### src/rtl/spi_pkg.sv
// Shared SPI slave definitions: byte width, FSM encoding and the synchronized pin bundle.
package spi_pkg;

   localparam int BYTE_W = 8;
   localparam int CNT_W  = $clog2(BYTE_W);

   typedef enum logic [1:0] {
      IDLE  = 2'd0,
      LOAD  = 2'd1,
      SHIFT = 2'd2
   } state_t;

   typedef struct packed {
      logic sclk;
      logic ncs;
      logic mosi;
   } spi_pins_t;

   // Bus-idle levels: clock low (mode 0), chip select deasserted.
   localparam spi_pins_t PINS_IDLE = '{sclk: 1'b0, ncs: 1'b1, mosi: 1'b0};

endpackage

### src/rtl/spi_sync.sv
// Two-flop synchronizer for the SPI pins; resets to the bus-idle levels.
module spi_sync
   import spi_pkg::*;
(
   input  logic      clk,
   input  logic      rst,
   input  spi_pins_t d,
   output spi_pins_t q
);

   spi_pins_t meta;

   always_ff @(posedge clk or negedge rst) begin
      if (!rst) begin
         meta <= PINS_IDLE;
         q    <= PINS_IDLE;
      end else begin
         meta <= d;
         q    <= meta;
      end
   end

endmodule

### src/rtl/spi_slave.sv
// SPI mode-0 slave, MSB first, with single-byte RX and TX holding registers.
module spi_slave
   import spi_pkg::*;
#(
   parameter logic [BYTE_W-1:0] IDLE_FILL = 8'h00
) (
   input  logic              clk,
   input  logic              rst,
   input  logic              enable,
   input  logic              sclk_i,
   input  logic              ncs_i,
   input  logic              mosi_i,
   output logic              miso_o,
   output logic              miso_oe,
   output logic              active,
   input  logic              rx_read,
   output logic [BYTE_W-1:0] rx_data,
   output logic              rx_full,
   output logic              rx_empty,
   output logic              overrun,
   input  logic              tx_write,
   input  logic [BYTE_W-1:0] tx_data,
   output logic              tx_full,
   output logic              tx_empty,
   output logic              underrun
);

   spi_pins_t         pins_raw, pins_s;
   logic              sclk_d, ncs_d;
   logic              sclk_rise, sclk_fall, ncs_fall;
   state_t            state, state_nxt;
   logic [CNT_W-1:0]  bit_cnt;
   logic              byte_done;
   logic [BYTE_W-1:0] tx_sr, rx_sr, tx_hold;
   logic              last_rise, tx_accept;

   assign pins_raw.sclk = sclk_i;
   assign pins_raw.ncs  = ncs_i;
   assign pins_raw.mosi = mosi_i;

   spi_sync u_sync (
      .clk (clk),
      .rst (rst),
      .d   (pins_raw),
      .q   (pins_s)
   );

   assign sclk_rise = pins_s.sclk & ~sclk_d;
   assign sclk_fall = ~pins_s.sclk & sclk_d;
   assign ncs_fall  = ~pins_s.ncs & ncs_d;
   assign last_rise = (state == SHIFT) & sclk_rise & (bit_cnt == CNT_W'(BYTE_W - 1));
   // A write landing on the LOAD cycle is accepted even if the holder is full,
   // because LOAD empties it on the same edge.
   assign tx_accept = tx_write & (~tx_full | (state == LOAD));

   always_ff @(posedge clk or negedge rst) begin
      if (!rst) state <= IDLE;
      else      state <= state_nxt;
   end

   always_comb begin
      state_nxt = state;
      unique case (state)
         IDLE:    if (enable && ncs_fall) state_nxt = LOAD;
         LOAD:    state_nxt = SHIFT;
         SHIFT:   if (byte_done && sclk_fall) state_nxt = LOAD;
         default: state_nxt = IDLE;
      endcase
      if (pins_s.ncs || !enable) state_nxt = IDLE;
   end

   always_ff @(posedge clk or negedge rst) begin
      if (!rst) begin
         sclk_d    <= 1'b0;
         ncs_d     <= 1'b1;
         bit_cnt   <= '0;
         byte_done <= 1'b0;
         rx_sr     <= '0;
         tx_sr     <= '0;
      end else begin
         sclk_d <= pins_s.sclk;
         ncs_d  <= pins_s.ncs;
         // Leaving the frame drops any partial byte.
         if (state_nxt == IDLE) begin
            bit_cnt   <= '0;
            byte_done <= 1'b0;
         end else if (state == LOAD) begin
            byte_done <= 1'b0;
         end else if (state == SHIFT && sclk_rise) begin
            bit_cnt <= bit_cnt + CNT_W'(1);
            rx_sr   <= {rx_sr[BYTE_W-2:0], pins_s.mosi};
            if (last_rise) byte_done <= 1'b1;
         end
         if (state == LOAD)
            tx_sr <= tx_full ? tx_hold : IDLE_FILL;
         else if (state == SHIFT && sclk_fall)
            tx_sr <= {tx_sr[BYTE_W-2:0], 1'b0};
      end
   end

   always_ff @(posedge clk or negedge rst) begin
      if (!rst) begin
         rx_data  <= '0;
         rx_full  <= 1'b0;
         overrun  <= 1'b0;
         tx_hold  <= '0;
         tx_full  <= 1'b0;
         underrun <= 1'b0;
      end else begin
         if (last_rise) begin
            rx_data <= {rx_sr[BYTE_W-2:0], pins_s.mosi};
            rx_full <= 1'b1;
            if (rx_full && !rx_read) overrun <= 1'b1;
         end else if (rx_read) begin
            rx_full <= 1'b0;
         end
         if (state == LOAD && !tx_full) underrun <= 1'b1;
         if (tx_accept) begin
            tx_hold <= tx_data;
            tx_full <= 1'b1;
         end else if (state == LOAD) begin
            tx_full <= 1'b0;
         end
      end
   end

   assign miso_o   = tx_sr[BYTE_W-1];
   assign miso_oe  = ~pins_s.ncs & enable & (state != IDLE);
   assign active   = (state != IDLE);
   assign rx_empty = ~rx_full;
   assign tx_empty = ~tx_full;

endmodule

### config.mk
export PLATFORM = sky130hd
export DESIGN_NAME = spi_slave
export DESIGN_NICKNAME = d
export VERILOG_FILES = /design/src/rtl/spi_pkg.sv /design/src/rtl/spi_sync.sv /design/src/rtl/spi_slave.sv
export SDC_FILE = /design/constraint.sdc
export NUM_CORES = 1
export LEC_CHECK = 0
export BUFFER_PORTS_ARGS = -buffer_cell sky130_fd_sc_hd__buf_2
export CORE_UTILIZATION = 40
export DETAILED_ROUTE_END_ITERATION = 10
export PLACE_DENSITY = 0.66
export SLEW_MARGIN = 10
export SYNTH_ARGS = -nofsm -noshare
export SYNTH_HDL_FRONTEND = slang
export SYNTH_HIERARCHICAL = 1
export SYNTH_SLANG_ARGS = --single-unit
export TNS_END_PERCENT = 20
### constraint.sdc
create_clock -name clk -period 2.6 [get_ports clk]
set_input_delay 0.52 -clock clk [delete_from_list [all_inputs] [get_ports clk]]
set_output_delay 0.52 -clock clk [all_outputs]
set_load 0.005 [all_outputs]
### Yosys cells after proc, flatten, opt, wreduce, memory -nomap -nowiden

Cells that the tools add are included.

* flip-flop bits (word level): 49
* logic and storage cells: 81

* add/sub/neg operators: 1
* equality and inequality tests: 4
* mux-type cells: 18
* bitwise logic cells: 16
* reductions and logical operators: 23

Operator list (number)
* 2-to-1 mux 8 bit: 3
* nonzero test 2 bit: 5
* 2-to-1 mux 3 bit: 3
* bitwise AND 1 bit: 8
* 2-to-1 mux 1 bit: 8
* inverter 1 bit: 7
* logical AND 1 bit: 6
* 2-to-1 mux 2 bit: 3
* one-hot mux 2 bit (3 select lines): 1
* AND reduction 2 bit: 3
* nonzero test 3 bit: 2
* zero test 2 bit: 2
* adder 3 x 1 -> 3 bit, second input constant: 1
* equality test 3 bit, second input constant: 1
* zero test 1 bit: 3
* AND reduction 3 bit: 1
* equality test 2 x 1 -> 1 bit, second input constant: 1
* equality test 2 bit, second input constant: 1
* inequality test 2 x 1 -> 1 bit, second input constant: 1
* logical OR 1 bit: 1
* OR 1 bit: 1

### Logic depth before layout (Yosys ltp)

Gate-level depths: netlist of the first run.

* word-level depth: 9
* mapped depth: 5

### Modules after synthesis

Netlist of the first run, hierarchy kept.

Modules (own cells, without submodules)
* spi_slave: times used 1, cells an instance 138, area each 1891.8 sq um, seq. area each 1077.3 sq um
* spi_sync: times used 1, cells an instance 6, area each 152.6 sq um, seq. area each 152.6 sq um

### Least setup slack after synthesis of the first run

OpenSTA, ideal clock, no wires.

* path type: register to output
* start point: register state[1]
* end point: output port miso_oe
* data arrival time: 0.963 ns
* data required time: 2.080 ns
* slack: 1.117 ns
* stages on the path, launching flop included: 4
* path through: dfrtp_1 buf_2 or2_2 nor2b_1

* word-level cells in the longest chain between the ends: 2

Ends and longest elaborated chain
* start, declared: line spi_slave.sv:31 `state_t state, state_nxt;`
* start signal, assigned: line spi_slave.sv:58 `else state <= state_nxt;`
* nonzero test 2 bit
* via active: line spi_slave.sv:15 `output logic active,`
* bitwise AND 1 bit: line spi_slave.sv:128 `assign miso_oe = ~pins_s.ncs & enable & (state != IDLE);`
* end, declared: line spi_slave.sv:14 `output logic miso_oe,`

The timed path passes the listed nets, and every way through them passes these cells.

### Final worst setup path of the first run

* start point: register state[0]
* end point: output port miso_oe

* word-level cells in the longest chain between the ends: 2

Ends and longest elaborated chain (line)
* nonzero test 2 bit: spi_slave.sv:128
* bitwise AND 1 bit: spi_slave.sv:128

Every way passes these cells.

==> results of run 1 <==
worst max path at each step:
stage | end | depth (start not counted) | slack, ps
6_report | miso_oe | 3 | 660
5_1_grt | tx_sr[5]$_DFFE_PN0P_ | 3 | 530
4_1_cts | miso_oe | 3 | 640
3_5_place_dp | tx_sr[5]$_DFFE_PN0P_ | 3 | 680
3_3_place_gp | tx_sr[1]$_DFFE_PN0P_ | 3 | 860
2_1_floorplan | miso_oe | 3 | 1120
logic make-up after synthesis:
family / Yosys count / synth area share
and+or+nand+nor: 29 / 0.0893
AOI/OAI and AO/OA: 15 / 0.0563
buffers and inverters: 12 / 0.0306
xor gates and xnor gates: 1 / 0.00428
DFF: 49 / 0.602
adders and majority gates: 2 / 0.0122
muxes: 36 / 0.206
power groups by stage:
stage / logic [W] / clock network, W / registers [W]
floorplan: 0.000155 / 0 / 0.000918
global placement: 0.000211 / 0 / 0.000935
detailed placement: 0.000227 / 0 / 0.000940
CTS: 0.000228 / 0.000458 / 0.000925
global route: 0.000252 / 0.000489 / 0.000938
finish: 0.000222 / 0.000444 / 0.000925
worst register-to-register path, delay by kind of cell, from the launching register on:
| kind | cells | cell delay (ps) |
|---|---|---|
| flip-flops | 1 | 550 |
| multiplexers | 2 | 510 |
| AND/OR/NAND/NOR | 1 | 760 |
cell type report:
type / count / area, µm²
well taps: 67 / 83.8
fillers: 459 / 2460
multi-input cells: 83 / 752
clock buffers: 5 / 68.8
clock inverters: 3 / 21.3
inverters: 6 / 22.5
flip-flops and latches: 49 / 1230
repair buffers: 34 / 175
metrics by stage:
stage | setup slack, ps | power, W | util
floorplan | 1120 | 0.00107 | -
global placement | 864 | 0.00115 | 0.470
detailed placement | 684 | 0.00117 | 0.470
CTS | 638 | 0.00161 | 0.489
global route | 529 | 0.00168 | 0.489
finish | 656 | 0.00159 | 0.489
layout by cell type, fill, tap and decap left out, types with 2 or more instances in the layout:
cell	count
and4b_1	3
mux2_2	20
a21oi_1	7
nor3_1	3
buf_2	32
buf_4	2
dfstp_2	3
a21o_1	2
clkbuf_8	5
mux2_4	7
nor2b_1	4
nor2_1	4
inv_1	6
nand2b_2	2
dfrtp_1	46
nand2_1	5
nand3b_1	2
ha_1	2
mux2i_1	9
nand2b_1	2
flip-flops by register name, indices dropped and copies added (netlist names):
register and cells:
overrun 1, underrun 1, u_sync/meta 3, tx_sr 8
byte_done 1, rx_sr 7, tx_full 1, sclk_d 1
tx_hold 8, ncs_d 1, bit_cnt 3, u_sync/q 3
state 2, rx_data 8, rx_full 1
routing by layer:
layer,global-route usage,vias up
met2,0.231,20
met4,0.0726,0
met1,0.199,590
met3,0.0316,6
met5,0,-
li1,-,566
==> run summary, run 1 <==
status -> finished clean
Mapped Avg Cell Area -> 14.2 µm²
WP data required -> 2080 ps
leakage -> 1.20 nW
Routed WL per cell -> 14.1 µm
met2 wire len -> 1.77 mm
Final Non-Filler Cells -> 247
WHS -> 103 ps
Post-Place Cells -> 239
Setup Buffers After CTS -> 0
Least-Margin Pin Slew -> 882 ps
vias -> 1182
fmax -> 514 MHz
Crit Path Max Fanout -> 12
Mapped Area -> 2040 µm²
Synth area leaders -> dfrtp_1 (56%), mux2_2 (11%), mux2_4 (5.1%)
synthesized flop and latch total -> 49
warning count from the yosys run -> 6
die area -> 5400 µm²
core area -> 4820 µm²
Clock Latency Late Sink -> 300 ps
synth-to-layout area growth -> 15.1%
Crit Path Category -> flip-flop to output port
Die Y-Extent -> 73.5 µm
CTS tree -> yes
DP Wirelength -> 2.62 mm
Yosys cell types -> 32
Relative slew margins -> 0.411
IO Count -> 33
vias in the first global route -> 1232
crit-path max cell delay -> 510 ps
clk_skew -> 11.9 ps
first-pass GRT wire length -> 5.93 mm
level count of the clock H-tree -> 2
Num CTS Buffers -> 5
Detailed Route WL -> 3.49 mm
Top Layer Used -> met4
Post-Place Cell Area -> 2260 µm²
clock sinks -> 49
number of DRC markers in iteration 0 -> 56
Power Internal -> 0.00118 W
Clock Path Buffers -> 2
routability cong. -> 0.738
final instance area -> 2350 µm²
sequential fraction of the synthesis area -> 0.602
Clk pwr share -> 0.279
Post-CTS Resized -> 0
fin. max-slew vios -> 0
EDFF count, synth -> 0
Max VDD drop -> 0.000319 V
Main synth FF type -> dfrtp_1
layout cell share with drive strength beyond 1 -> 0.439
CP bufs+invs -> 1
largest net degree at the start of global routing -> 25
Crit. End Element -> output port
slowest stage cell on the critical path -> dfrtp_1
# diodes -> 0
CP Launch Point -> state[0]$_DFF_PN0_
Hold Fails Final Rpt -> 0
FF-to-FF End -> tx_sr[5]$_DFFE_PN0P_
most common cell in the netlist -> dfrtp_1
pwr dens -> 676 nW/µm²
max-cap viol count -> 0
Synth area leader -> dfrtp_1
Worst-path clk slew -> 100 ps
worst r2r path cells -> 3
reg2reg start -> state[0]$_DFF_PN0_
Synth top cells by count -> dfrtp_1 (46), mux2_2 (20), mux2i_1 (9)
syn_nets -> 162
Reg power frac -> 0.581
r2r setup slk -> 670 ps
cell row count -> 25
RSZ-0062 raised after global routing -> false
Residual DRC -> 0
cells after synthesis -> 144
final critical-path share of the clock period -> 0.748
switching pwr -> 0.000413 W
nets -> 197
min Tclk post-route -> 1940 ps
Worst Hold Class -> primary input to async pin
drt first pass iters -> 4
Hold-fix buffers, CTS -> 0
Finish-stage setup viols -> 0
setup TNS -> 0 ps
crit start category -> flip-flop
critical path arrival -> 1420 ps
CTS root buf -> clkbuf_8
Starting Density -> 0.424
Final ANT Viol Nets -> 0
CP Cell Sequence -> or2_2, nor2b_1, buf_2
IO Port Bufs -> 32
Comb power frac -> 0.140
asr flop ratio synth -> 1.00
M1 WL -> 1.57 mm
Total GRT Usage -> 0.149
post-synth top area share -> 0.563
antenna violations before repair -> 0
die width -> 73.5 µm
switching part of the total -> 0.260
metal3 WL -> 97 µm
family with the most delay on the worst path -> flip-flops
Via-to-Cell Ratio -> 4.79
Overflow after GRT -> 0
Note: power is estimated with default switching activity, not from simulation.
==> run 2: changes to the inputs <==
clock period = 2 ns   (was 2.6 ns; I/O delays follow)
==> run 2 against run 1 <==
  * Utilization grew 0.60 points
  * Total power grew 37%
  * Combinational power grew 24%
  * Sequential cell count is the same
  * Sequential share of layout area shrank 0.63 points
  * Largest cell class unchanged
  * Highest routed layer unchanged
==> run summary, run 2 (synthesis results as in run 1) <==
crit-path max cell delay -> 520 ps (about the same)
final critical-path share of the clock period -> 0.920
Setup Buffers After CTS -> 0 (unchanged)
commonest cells after routing, fill and taps aside -> dfrtp_1 (46), buf_2 (32), mux2_2 (20), mux2i_1 (9)
Max VDD drop -> 0.000450 V (+41%)
pwr dens -> 912 nW/µm² (+35%)
level count of the clock H-tree -> 2 (unchanged)
number of DRC markers in iteration 0 -> 49 (-13%)
DP Wirelength -> 2.50 mm (-4.3%)
Total GRT Usage -> 0.148 (-0.000853)
CP Cell Sequence -> or2_2, nor2b_1, buf_2
routability cong. -> 0.772 (+4.6%)
family with the most delay on the worst path -> flip-flops
WHS -> 112 ps (+8.43 ps)
pre-CTS setup slack -> 278 ps (-406 ps)
Clock Latency Late Sink -> 300 ps (about the same)
status -> finished clean
Register Area -> 1230 µm² (unchanged)
Starting Density -> 0.424 (unchanged)
vias in the first global route -> 1206 (-2.1%)
layout cell share with drive strength beyond 1 -> 0.436 (-0.00242)
CP bufs+invs -> 1 (unchanged)
# diodes -> 0 (unchanged)
WP data required -> 1600 ps (-480 ps)
Fillers -> 457 (-0.44%)
largest net degree at the start of global routing -> 31 (+24%)
nets -> 198 (+0.51%)
Detailed Route WL -> 3.40 mm (-2.4%)
vias -> 1177 (-0.42%)
Post-CTS Resized -> 0 (unchanged)
critical path arrival -> 1440 ps (+20 ps)
IO Port Bufs -> 32 (unchanged)
Crit Path Category -> flip-flop to output port
cell row count -> 25 (unchanged)
Die Y-Extent -> 73.5 µm (unchanged)
Worst Hold Class -> primary input to async pin
first-pass GRT wire length -> 5.90 mm (-0.59%)
Hold Fails Final Rpt -> 0 (unchanged)
die width -> 73.5 µm (unchanged)
Routed WL per cell -> 13.7 µm (-2.7%)
CTS root buf -> clkbuf_8
biggest regs -> rx_data (8), tx_hold (8), tx_sr (8)
leakage -> 1.21 nW (+1.4%)
clk_skew -> 10.9 ps (-0.965 ps)
min Tclk post-route -> 1840 ps
crit start category -> flip-flop
Overflow after GRT -> 0 (unchanged)
CTS tree -> yes
Relative slew margins -> 0.575 (+0.165)
slowest stage cell on the critical path -> dfrtp_1
Worst-path clk slew -> 90 ps (about the same)
fin. max-slew vios -> 0 (unchanged)
clock sinks -> 49 (unchanged)
setup TNS -> 0 ps (unchanged)
IO Count -> 33 (unchanged)
drt first pass iters -> 4 (unchanged)
synth-to-layout area growth -> 16.5%
core area -> 4820 µm² (unchanged)
Hold-fix buffers, CTS -> 0 (unchanged)
fmax -> 544 MHz
Crit Path Max Fanout -> 14 (+2)
Crit. End Element -> output port
Final ANT Viol Nets -> 0 (unchanged)
commonest non-fill, non-tap cell in the layout -> dfrtp_1
Via-to-Cell Ratio -> 4.75 (-0.82%)
Residual DRC -> 0 (unchanged)
RSZ-0062 raised after global routing -> false
Finish-stage setup viols -> 0 (unchanged)
Num CTS Buffers -> 5 (unchanged)
Clock Path Buffers -> 2 (unchanged)
antenna violations before repair -> 0 (unchanged)
multi-input logic area -> 752 µm² (unchanged)
Least-Margin Pin Slew -> 637 ps (-245 ps)
max-cap viol count -> 0 (unchanged)
setup slack after layout -> 161 ps (-495 ps)
die area -> 5400 µm² (unchanged)
==> run 2: routing by layer <==
metal | wire length, µm | up-vias | track usage
met5 | 0 | - | 0
met4 | 35 | 0 | 0.0513
met2 | 1670 | 19 | 0.223
met1 | 1600 | 586 | 0.201
li1 | - | 568 | -
met3 | 105 | 4 | 0.0494
==> run 2: area by class of cell <==
| class | count | area share |
|---|---|---|
| multi-input cells | 83 | 0.316 |
| well taps | 67 | 0.0352 |
| flip-flops and latches | 49 | 0.516 |
| clock inverters | 2 | 0.0163 |
| repair buffers | 35 | 0.0767 |
| inverters | 6 | 0.00945 |
| clock buffers | 6 | 0.0305 |
==> run 2: report_power, final <==
part	switching (W)	internal [W]
combinational	0.000120	0.000155
sequential	0.0000716	0.00113
clock	0.000323	0.000375
total	0.000515	0.00166
==> run 2: stage by stage <==
stage	cells	total power [W]	instance area, µm²	utilization
after detailed placement	240	0.00150	2270	0.471
after CTS	248	0.00221	2380	0.495
after global placement	240	0.00148	2270	0.471
after global routing	248	0.00230	2380	0.495
final	248	0.00217	2380	0.495
after floorplan	144	0.00139	2040	-
==> run 2: worst paths after layout <==
path,from,to,slack [ps],cells after the start
worst max register to register,state[0]$_DFF_PN0_,rx_sr[2]$_DFFE_PN0P_,270,3
max in group asynchronous,rst,u_sync/meta[1]$_DFF_PN1_,1240,2
worst min register to register,u_sync/meta[2]$_DFF_PN0_,u_sync/q[2]$_DFF_PN0_,350,0
worst max-delay path,state[1]$_DFF_PN0_,miso_oe,160,3
worst min-delay path,rst,bit_cnt[2]$_DFFE_PN0P_,110,1
min in group clk,ncs_i,u_sync/meta[1]$_DFF_PN1_,200,1
